**src/rtl/tetris_pkg.sv**
```systemverilog
// -----------------------------------------------------------------------------
// tetris_pkg
// Shared types for the Tetris move scheduler:
//   cmd_t        - move command codes presented to the game core
//   key_state_t  - key FSM states (idle, delayed auto-shift, repeat, hold)
//   KEY_*        - USB HID keycodes that map onto moves
//   key_to_cmd   - keycode -> cmd_t map; unmapped codes yield CMD_NONE
// -----------------------------------------------------------------------------
package tetris_pkg;

    typedef enum logic [2:0] {
        CMD_NONE    = 3'd0,
        CMD_LEFT    = 3'd1,
        CMD_RIGHT   = 3'd2,
        CMD_ROTATE  = 3'd3,
        CMD_SOFT    = 3'd4,
        CMD_HARD    = 3'd5,
        CMD_GRAVITY = 3'd6
    } cmd_t;

    typedef enum logic [1:0] {
        KS_IDLE   = 2'd0,
        KS_DAS    = 2'd1,
        KS_REPEAT = 2'd2,
        KS_HOLD   = 2'd3
    } key_state_t;

    localparam logic [7:0] KEY_LEFT   = 8'h04;
    localparam logic [7:0] KEY_RIGHT  = 8'h07;
    localparam logic [7:0] KEY_ROTATE = 8'h1A;
    localparam logic [7:0] KEY_SOFT   = 8'h16;
    localparam logic [7:0] KEY_HARD   = 8'h2C;

    function automatic cmd_t key_to_cmd(input logic [7:0] kc);
        case (kc)
            KEY_LEFT:   return CMD_LEFT;
            KEY_RIGHT:  return CMD_RIGHT;
            KEY_ROTATE: return CMD_ROTATE;
            KEY_SOFT:   return CMD_SOFT;
            KEY_HARD:   return CMD_HARD;
            default:    return CMD_NONE;
        endcase
    endfunction

endpackage

```
**src/rtl/frame_tick_gen.sv**
```systemverilog
// -----------------------------------------------------------------------------
// frame_tick_gen
// Brings the asynchronous vsync level into the clock domain through two flops
// and detects its rising edge.
// Ports:
//   i_clk        - system clock
//   i_reset      - synchronous active-high reset
//   i_vsync      - raw vsync level (asynchronous)
//   o_tick_pre   - combinational rising-edge pulse; the scheduler evaluates
//                  keys and gravity on this cycle so the registered debug
//                  tick and the posted request land on the same edge
//   o_frame_tick - registered one-cycle pulse per frame
// -----------------------------------------------------------------------------
module frame_tick_gen (
    input  logic i_clk,
    input  logic i_reset,
    input  logic i_vsync,
    output logic o_tick_pre,
    output logic o_frame_tick
);

    logic r_sync1;
    logic r_sync2;
    logic r_prev;
    logic r_tick;
    logic w_rise;

    assign w_rise       = r_sync2 & ~r_prev;
    assign o_tick_pre   = w_rise;
    assign o_frame_tick = r_tick;

    // Synchronizer chain, edge-detect history and registered tick.
    always_ff @(posedge i_clk) begin
        if (i_reset) begin
            r_sync1 <= 1'b0;
            r_sync2 <= 1'b0;
            r_prev  <= 1'b0;
            r_tick  <= 1'b0;
        end else begin
            r_sync1 <= i_vsync;
            r_sync2 <= r_sync1;
            r_prev  <= r_sync2;
            r_tick  <= w_rise;
        end
    end

endmodule

```
**src/rtl/tetris_move_scheduler.sv**
```systemverilog
// -----------------------------------------------------------------------------
// tetris_move_scheduler
// Converts the held keycode and per-frame vsync into single move commands
// (DAS/ARR for left/right, per-frame soft drop, one-shot rotate/hard drop)
// plus a gravity timer, arbitrated onto one valid/ready command port.
// Ports:
//   Clk, Reset           - clock, synchronous active-high reset
//   vsync                - VGA vsync level (asynchronous)
//   keycode[7:0]         - HID keycode, 0x00 = no key
//   level[3:0]           - game level (used only with level gravity)
//   game_over            - freezes scheduling and clears pending requests
//   cmd_ready            - game core accepts the presented command
//   cmd_valid, cmd[2:0]  - registered command port (cmd_t codes)
//   frame_tick           - registered one-cycle pulse per frame
// Build option: define TETRIS_SCHED_LEVEL_GRAVITY_EN to shorten the gravity
// period with level; otherwise it is fixed at GRAVITY_INIT.
// -----------------------------------------------------------------------------
module tetris_move_scheduler
    import tetris_pkg::*;
#(
    parameter int DAS_FRAMES   = 10,
    parameter int ARR_FRAMES   = 3,
    parameter int GRAVITY_INIT = 48,
    parameter int GRAVITY_MIN  = 4,
    parameter int LEVEL_STEP   = 4
) (
    input  logic       Clk,
    input  logic       Reset,
    input  logic       vsync,
    input  logic [7:0] keycode,
    input  logic [3:0] level,
    input  logic       game_over,
    input  logic       cmd_ready,
    output logic       cmd_valid,
    output logic [2:0] cmd,
    output logic       frame_tick
);

    logic       w_tick_pre;
    logic       w_eval;
    cmd_t       w_key;
    key_state_t r_state, w_state_nx;
    cmd_t       r_key, w_key_nx;
    logic [7:0] r_fcnt, w_fcnt_nx, w_fcnt_inc;
    logic       w_post;
    cmd_t       w_post_cmd;
    logic [7:0] r_gcnt, w_gcnt_inc, w_period;
    logic       w_grav_fire;
    logic       r_user_vld;
    cmd_t       r_user_cmd;
    logic       r_grav_pend;
    logic       r_cmd_valid;
    cmd_t       r_cmd;
    logic       w_port_free, w_grant_user, w_grant_grav, w_grant_drop;
    logic       w_grav_outstanding;

    frame_tick_gen u_frame_tick_gen (
        .i_clk        (Clk),
        .i_reset      (Reset),
        .i_vsync      (vsync),
        .o_tick_pre   (w_tick_pre),
        .o_frame_tick (frame_tick)
    );

`ifdef TETRIS_SCHED_LEVEL_GRAVITY_EN
    logic        [8:0] w_level_drop;
    logic signed [8:0] w_grav_diff;
    assign w_level_drop = {5'd0, level} * 9'(LEVEL_STEP);
    assign w_grav_diff  = $signed(9'(GRAVITY_INIT) - w_level_drop);
    assign w_period     = (w_grav_diff < $signed(9'(GRAVITY_MIN))) ? 8'(GRAVITY_MIN)
                                                                  : w_grav_diff[7:0];
`else
    logic w_level_unused;
    assign w_level_unused = ^{level, 8'(GRAVITY_MIN), 8'(LEVEL_STEP)};
    assign w_period       = 8'(GRAVITY_INIT);
`endif

    assign cmd_valid    = r_cmd_valid;
    assign cmd          = r_cmd;
    assign w_eval       = w_tick_pre & ~game_over;
    assign w_key        = key_to_cmd(keycode);
    assign w_fcnt_inc   = r_fcnt + 8'd1;
    assign w_gcnt_inc   = r_gcnt + 8'd1;
    assign w_grav_fire  = (w_gcnt_inc >= w_period);

    // Arbitrate whenever the port is empty or being emptied this cycle.
    assign w_port_free  = ~r_cmd_valid | cmd_ready;
    assign w_grant_user = w_port_free & r_user_vld & ~game_over;
    assign w_grant_grav = w_port_free & ~r_user_vld & r_grav_pend & ~game_over;
    assign w_grant_drop = w_grant_user & ((r_user_cmd == CMD_SOFT) | (r_user_cmd == CMD_HARD));
    // A GRAVITY still waiting on the port absorbs a new gravity expiry.
    assign w_grav_outstanding = r_cmd_valid & ~cmd_ready & (r_cmd == CMD_GRAVITY);

    // Key FSM next state, frame counter and user request for this frame.
    always_comb begin
        w_state_nx = r_state;
        w_key_nx   = r_key;
        w_fcnt_nx  = r_fcnt;
        w_post     = 1'b0;
        w_post_cmd = CMD_NONE;
        if (w_key == CMD_NONE) begin
            w_state_nx = KS_IDLE;
            w_key_nx   = CMD_NONE;
            w_fcnt_nx  = 8'd0;
        end else if ((r_state == KS_IDLE) || (w_key != r_key)) begin
            // Fresh press (or a switch to another mapped key).
            w_post     = 1'b1;
            w_post_cmd = w_key;
            w_key_nx   = w_key;
            case (w_key)
                CMD_LEFT, CMD_RIGHT: begin
                    w_state_nx = KS_DAS;
                    w_fcnt_nx  = 8'd1;
                end
                CMD_SOFT: begin
                    w_state_nx = KS_REPEAT;
                    w_fcnt_nx  = 8'd0;
                end
                default: begin
                    w_state_nx = KS_HOLD;
                    w_fcnt_nx  = 8'd0;
                end
            endcase
        end else begin
            case (r_state)
                KS_DAS: begin
                    if (w_fcnt_inc >= 8'(DAS_FRAMES)) begin
                        w_post     = 1'b1;
                        w_post_cmd = r_key;
                        w_state_nx = KS_REPEAT;
                        w_fcnt_nx  = 8'd0;
                    end else begin
                        w_fcnt_nx  = w_fcnt_inc;
                    end
                end
                KS_REPEAT: begin
                    if (r_key == CMD_SOFT) begin
                        w_post     = 1'b1;
                        w_post_cmd = r_key;
                    end else if (w_fcnt_inc >= 8'(ARR_FRAMES)) begin
                        w_post     = 1'b1;
                        w_post_cmd = r_key;
                        w_fcnt_nx  = 8'd0;
                    end else begin
                        w_fcnt_nx  = w_fcnt_inc;
                    end
                end
                default: begin
                    w_state_nx = r_state;
                end
            endcase
        end
    end

    // Key FSM, gravity timer, pending slots and the registered command port.
    always_ff @(posedge Clk) begin
        if (Reset) begin
            r_state     <= KS_IDLE;
            r_key       <= CMD_NONE;
            r_fcnt      <= 8'd0;
            r_gcnt      <= 8'd0;
            r_user_vld  <= 1'b0;
            r_user_cmd  <= CMD_NONE;
            r_grav_pend <= 1'b0;
            r_cmd_valid <= 1'b0;
            r_cmd       <= CMD_NONE;
        end else begin
            if (w_eval) begin
                r_state <= w_state_nx;
                r_key   <= w_key_nx;
                r_fcnt  <= w_fcnt_nx;
            end

            // User slot: latest request wins over an ungranted one.
            if (game_over) begin
                r_user_vld <= 1'b0;
            end else if (w_eval && w_post) begin
                r_user_vld <= 1'b1;
                r_user_cmd <= w_post_cmd;
            end else if (w_grant_user) begin
                r_user_vld <= 1'b0;
            end

            // Gravity: drops restart the period; expiries coalesce into one flag.
            if (game_over) begin
                r_grav_pend <= 1'b0;
            end else if (w_grant_drop) begin
                r_grav_pend <= 1'b0;
                r_gcnt      <= 8'd0;
            end else begin
                if (w_eval) begin
                    r_gcnt <= w_grav_fire ? 8'd0 : w_gcnt_inc;
                end
                if (w_eval && w_grav_fire && !w_grav_outstanding) begin
                    r_grav_pend <= 1'b1;
                end else if (w_grant_grav) begin
                    r_grav_pend <= 1'b0;
                end
            end

            // Command port: cmd only changes when a new grant is loaded.
            if (w_grant_user) begin
                r_cmd_valid <= 1'b1;
                r_cmd       <= r_user_cmd;
            end else if (w_grant_grav) begin
                r_cmd_valid <= 1'b1;
                r_cmd       <= CMD_GRAVITY;
            end else if (cmd_ready) begin
                r_cmd_valid <= 1'b0;
            end
        end
    end

endmodule

```
**config.mk**
```make
export PLATFORM = sky130hd
export DESIGN_NAME = tetris_move_scheduler
export DESIGN_NICKNAME = d
export VERILOG_FILES = /design/src/rtl/tetris_pkg.sv /design/src/rtl/frame_tick_gen.sv /design/src/rtl/tetris_move_scheduler.sv
export SDC_FILE = /design/constraint.sdc
export NUM_CORES = 1
export LEC_CHECK = 0
export ABC_AREA = 1
export BUFFER_PORTS_ARGS = -buffer_cell sky130_fd_sc_hd__buf_2
export CORE_ASPECT_RATIO = 0.8
export CORE_MARGIN = 4
export CORE_UTILIZATION = 40
export DETAILED_ROUTE_END_ITERATION = 8
export PLACE_DENSITY = 0.6
export SYNTH_ARGS = -nofsm -noshare
export SYNTH_HDL_FRONTEND = slang
export SYNTH_SLANG_ARGS = --single-unit
```
**constraint.sdc**
```tcl
create_clock -name Clk -period 1.9 [get_ports Clk]
set_input_delay 0.095 -clock Clk [delete_from_list [all_inputs] [get_ports Clk]]
set_output_delay 0.095 -clock Clk [all_outputs]
set_load 0.02 [all_outputs]
```
**Yosys cells after proc, flatten, opt, wreduce, memory -nomap -nowiden**

Cells that the tools add are included.
W data, S select, Z words.

- Bits of input ports: 17
- Logic and storage cells: 114
- Register bits after elaboration: 34
- Output and inout bits: 5

- Equality and inequality tests: 16
- Muxes and demuxes: 39
- Reduce and logical (&&, ||, !) cells: 24
- Add/sub/neg operators: 2
- Bitwise logic cells: 17
- Order comparisons: 3

Operators by type and width:

| kind | number |
|---|---|
| $mux W8 | 8 |
| $mux W3 | 9 |
| $add A8 B1 Y8 const B | 2 |
| $eq A8 B3 Y1 const B | 2 |
| $eq A8 B5 Y1 const B | 2 |
| $pmux W8 S2 | 1 |
| $eq A3 B3 Y1 const B | 5 |
| $pmux W3 S5 | 1 |
| $mux W1 | 13 |
| $and A1 B1 Y1 | 10 |
| $reduce_bool A2 Y1 | 5 |
| $reduce_bool A3 Y1 | 3 |
| $eq A8 B6 Y1 const B | 1 |
| $ge A8 B2 Y1 const B | 1 |
| $ge A8 B4 Y1 const B | 1 |
| $ge A8 B6 Y1 const B | 1 |
| $mux W2 | 4 |
| $pmux W3 S2 | 1 |
| $reduce_and A2 Y1 | 3 |
| $reduce_and A3 Y1 | 2 |
| $not A1 Y1 | 5 |
| $ne A4 B4 Y1 const B | 1 |
| $pmux W2 S2 | 1 |
| $reduce_bool A4 Y1 | 1 |
| other kinds (14) | 18 |

**Longest topological paths before layout**

- Depth after elaboration: 9
- Gate-level depth with buffers: 16
- Depth with buffers taken out: 16

**Cells and area by module**

A second synthesis with hierarchy kept.

- Cell total of the unflattened synthesis: 318
- Area total of the unflattened synthesis: 2123.3 um^2

By module, submodules not included:

| module | cells an instance | instances | area an instance (um^2) | sequential area each (um^2) |
|---|---|---|---|---|
| tetris_move_scheduler | 304 | 1 | 2000.7 | 600.6 |
| frame_tick_gen | 14 | 1 | 122.6 | 80.1 |

**Worst setup path before layout**

Ideal clock, no wire load.

- Kind: register to register
- Start: reg r_fcnt[1]
- End: reg r_user_cmd[0]
- Data arrival time: 1620 ps
- Data required time: 1787 ps
- Slack: 167 ps
- Stages on the path, launching flop included: 17
- Setup time: 113 ps
- Path through: dfxtp_1 > ha_1 > nand2_1 > nor2_1 > nand2_1 > nand2_1 > nand2_1 > nor2_2 > nand3_2 > nand2_2 > nand3_1 > nand2_1 > nand2_1 > nand2_4 > nand2_1 > nand2_1 > nor2_1

- Cells in the longest elaborated chain, start to end: 9

RTL lines:

| item | RTL line | RTL |
|---|---|---|
| start, declared | tetris_move_scheduler.sv:44 | `logic [7:0] r_fcnt, w_fcnt_nx, w_fcnt_inc;` |
| start signal, assigned | tetris_move_scheduler.sv:171 | `r_fcnt <= w_fcnt_nx;` |
| $add A8 B1 Y8 (*) | tetris_move_scheduler.sv:82 | `assign w_fcnt_inc = r_fcnt + 8'd1;` |
| $ge A8 B2 Y1 | tetris_move_scheduler.sv:140 | `end else if (w_fcnt_inc >= 8'(ARR_FRAMES)) begin` |
| $mux W1 | tetris_move_scheduler.sv:140 |  |
| $mux W1 | tetris_move_scheduler.sv:137 | `if (r_key == CMD_SOFT) begin` |
| $pmux W1 S2 | tetris_move_scheduler.sv:125 | `case (r_state)` |
| $mux W1 | tetris_move_scheduler.sv:105 | `end else if ((r_state == KS_IDLE) \|\| (w_key != r_key)) begin` |
| $mux W1 | tetris_move_scheduler.sv:101 | `if (w_key == CMD_NONE) begin` |
| $logic_and A1 B1 Y1 | tetris_move_scheduler.sv:177 | `end else if (w_eval && w_post) begin` |
| $reduce_and A2 Y1 (no line) | - |  |
| end signal, assigned | tetris_move_scheduler.sv:179 | `r_user_cmd <= w_post_cmd;` |
| end, declared | tetris_move_scheduler.sv:50 | `cmd_t r_user_cmd;` |

Every way passes the cells marked *; elsewhere a longest branch is shown, timed or not.
A chain may end at the register's enable or synchronous reset.

**Final worst setup path**

- Start: reg r_fcnt[1]
- End: reg r_user_cmd[1]

Same word-level chain as after synthesis.

==> run_results.csv <==
group,metric,value,unit
critical_path,cp_common_cell,"nand2_2",
layout,synthToLayoutAreaGrowth,20.72,%
sta,timing.fmax,0.5437,GHz
drt,wire_per_inst,11.00,µm
placement,dp.cells,402,
power,p_leak,1.202,nW
critical_path,rrSetupSlack,60,ps
global_routing,antenna_found_initial,0,
critical_path,cp.arrival,2020,ps
sta,finalHoldViolCount,0,
critical_path,path_class,"reg2reg",
drt,vias,1944,
hold_path,hold_end,"u_frame_tick_gen.r_sync1$_SDFF_PP0_",
global_routing,track_usage,13.83,%
synth,yosysTopAreaCellShare,31.76,%
critical_path,required,2080,ps
clocking,clkTransAtPathRegs,70,ps
floorplanning,ios,22,
synth,synthFlopType,"dfxtp_1",
synth,yosys.area.top_type,"dfxtp_1",
critical_path,max_stage_delay,370,ps
hold_path,min_from,"vsync",
drt,wl_met3,125,µm
layout,antennaDiodeCount,0,
synth,syn_inst,320,
synth,synth_commonest_cells,"77 x nand2_1, 46 x nor2_1, 41 x inv_1, 34 x dfxtp_1, 24 x nand3_1",
drt,final_antenna_net_count,0,
clocking,tritoncts,"done",
sta,setup_viol_count_final,0,
synth,synth-edff-count,0,
layout,nFillCells,511,
critical_path,reg2reg_to,"r_user_cmd[1]$_SDFFE_PP0P_",
global_routing,grt-ovfl-total,0,
critical_path,slowest_stage,"dfxtp_4",
synth,synth-warning-count,0,
drt,vias_per_cell,4.718,
sta,finalCritPeriodShare,96.81,%
sta,worst_pin_slew,305.8,ps
power,irDropWorstVdd,387.6,µV
layout,nets,374,
hold_path,hold_path_depth,3,
sta,finClkSkew,3.649,ps
clocking,cts_num_sinks,34,
clocking,ctsLongestPathBuffers,2,
drt,drt_iter0_markers,66,
floorplanning,initial_core_util,42.08,%
flow_run,drv_cap,0,
drt,dr.max_layer_used,"met4",
critical_path,cp_max_fo,7,
sta,rsz0062_at_grt,"true",
sta,slew_violations,0,
floorplanning,die_w,89.84,µm
clocking,htreeDepth,2,
sta,slew_headroom,79.40,%
global_routing,grt_pass1_vias,1755,
drt,met2_wirelength,1976,µm
critical_path,critPathCaptureType,"flip-flop",
synth,synth_nets,345,
layout,regArea,691.9,µm²
run_status,outcome,"finished clean",
critical_path,cp.depth,16,
critical_path,worstPathCellList,"buf_6 -> nand2_4 -> nor2_4 -> nand2_1 -> nand2_1 -> nand2_1 -> nor2_2 -> nand3_2 -> nand2_2 -> nand3_2 -> nand2_2 -> nand2_2 -> nand2_4 -> nand2_2 -> nand2_2 -> nor2_2",
drt,drc,0,
critical_path,rr_startpoint,"r_fcnt[1]$_SDFFE_PP0P_",
synth,yosys-top-cells-area,"dfxtp_1 32%, nand2_1 13%, nor2_1 8.1%",
drt,drt_wl_total,4532,µm
placement,place_hpwl,3391,µm
floorplanning,coreArea,5094,µm²
clocking,root_buffer,"clkbuf_8",
synth,netlist_area,2143,µm²
sta,tns,0,ps
critical_path,ff2ff_path_depth,16,
synth,synth_most_common_cell,"nand2_1",
drt,m1WireLength,2414,µm
synth,ys_seq_area_share,31.76,%
clocking,clk_latency,280,ps
placement,port_buffers,17,
power,powerDensity,555.7,nW/µm²
floorplanning,die_area,6601,µm²
global_routing,grt_max_degree,17,
sta,period_needed,1839,ps
floorplanning,rows,23,
hold_path,hp-class,"in2reg",
synth,synth_seq_cells,34,
layout,drive_gt1_share,29.71,%
synth,synthArstFlopShare,0,%
critical_path,path_delay_family,"simple AND/OR/NAND/NOR gates",
drt,firstDrtPassIters,4,
clocking,hold_buffers,0,
layout,multi_input_area,1390,µm²
synth,synth_cell_types,31,
global_routing,grt_pass1_wl,7645,µm
floorplanning,die_y,73.47,µm
placement,place_congestion,0.8230,
synth,synth_area_per_cell,6.698,µm²
critical_path,worst-path-buf-inv,1,
clocking,numCtsBuffers,5,
layout,stdcell_count,412,
critical_path,worst_setup_path_start_kind,"flip-flop",
metal layers:
| metal | vias to the layer above | GRT usage [%] |
|---|---|---|
| met5 | - | 0 |
| met4 | 0 | 3.061 |
| met3 | 2 | 2.764 |
| met2 | 18 | 22.00 |
| met1 | 869 | 19.55 |
| li1 | 1055 | - |
flip-flops by register name, summed over array words and instances (netlist names):
signal / flops
u_frame_tick_gen.r_sync2: 1
r_grav_pend: 1
u_frame_tick_gen.r_prev: 1
u_frame_tick_gen.o_frame_tick: 1
r_user_cmd: 3
r_key: 3
r_state: 2
u_frame_tick_gen.r_sync1: 1
r_gcnt: 8
r_fcnt: 8
cmd_valid: 1
r_user_vld: 1
cmd: 3
worst min-delay path, cell delays in order:
cell	delay [ps]
buf_2	90
inv_1	40
nor2_1	30
report_power, final:
| part | internal [mW] | total, mW | leakage [nW] | switching, mW |
|---|---|---|---|---|
| clock network | 0.291 | 0.557 | 0.0472 | 0.266 |
| logic | 0.0555 | 0.151 | 0.877 | 0.0951 |
| registers | 0.721 | 0.730 | 0.278 | 0.00917 |
| total | 1.07 | 1.44 | 1.20 | 0.370 |
cells in the final DEF (no fill, tap or decap), types with 7 or more instances in the layout:
cell type / Yosys / layout
nand2_2: 14 / 23
buf_2: 1 / 17
inv_1: 41 / 40
nor2_1: 46 / 41
dfxtp_1: 34 / 29
nor2_4: 4 / 7
buf_4: 0 / 8
nand2_1: 77 / 66
nand3_1: 24 / 21
a21oi_1: 17 / 15
o21ai_0: 8 / 8
cell families (layout without fill, tap and decap cells):
kind of cell	after synthesis	count (layout)	synth area share (%)
DFF	34	34	31.76
and+or+nand+nor	191	191	44.19
xor gates and xnor gates	6	6	2.452
adders and majority gates	8	8	4.670
AOI/OAI and AO/OA	30	30	7.589
buffers and inverters	51	81	9.340
repair_timing:
| action | 4_1_cts | 5_1_grt |
|---|---|---|
| setup buffers | 0 | 2 |
| endpoints found under the setup margin | 3 | 12 |
| pin swaps | 0 | 19 |
| resized for setup | 1 | 40 |
worst max path at each step:
stage | to | startpoint | slack (ps)
floorplan | r_user_cmd[0]$_SDFFE_PP0P_ | r_fcnt[1]$_SDFFE_PP0P_ | 170
global placement | r_user_cmd[0]$_SDFFE_PP0P_ | r_fcnt[0]$_SDFFE_PP0P_ | 30
detailed placement | r_user_cmd[2]$_SDFFE_PP0P_ | r_fcnt[0]$_SDFFE_PP0P_ | -7
CTS | r_user_cmd[0]$_SDFFE_PP0P_ | r_fcnt[0]$_SDFFE_PP0P_ | 10
global route | r_user_cmd[1]$_SDFFE_PP0P_ | r_fcnt[1]$_SDFFE_PP0P_ | -40
finish | r_user_cmd[1]$_SDFFE_PP0P_ | r_fcnt[1]$_SDFFE_PP0P_ | 60
area by class of cell:
| type | count | area share, % |
|---|---|---|
| Clock buffer | 6 | 3.191 |
| Sequential cell | 34 | 26.74 |
| Inverter | 47 | 6.818 |
| Tap cell | 62 | 2.998 |
| Multi-Input combinational cell | 235 | 53.72 |
| Timing Repair Buffer | 26 | 6.044 |
| Clock inverter | 2 | 0.4836 |
stage by stage:
step	util (%)	area [µm²]	worst slack [ps]	hold WS (ps)	power (mW)
after floorplan	-	2143	167.3	202.0	0.8450
after global placement	45.84	2335	26.90	301.9	0.8851
after detailed placement	45.84	2335	-7.435	313.1	0.8875
after CTS	47.73	2431	12.22	9.821	1.450
after global routing	50.80	2587	-41.42	45.88	1.508
final	50.80	2587	60.66	17.63	1.438
(Power assumes the default switching activity.)
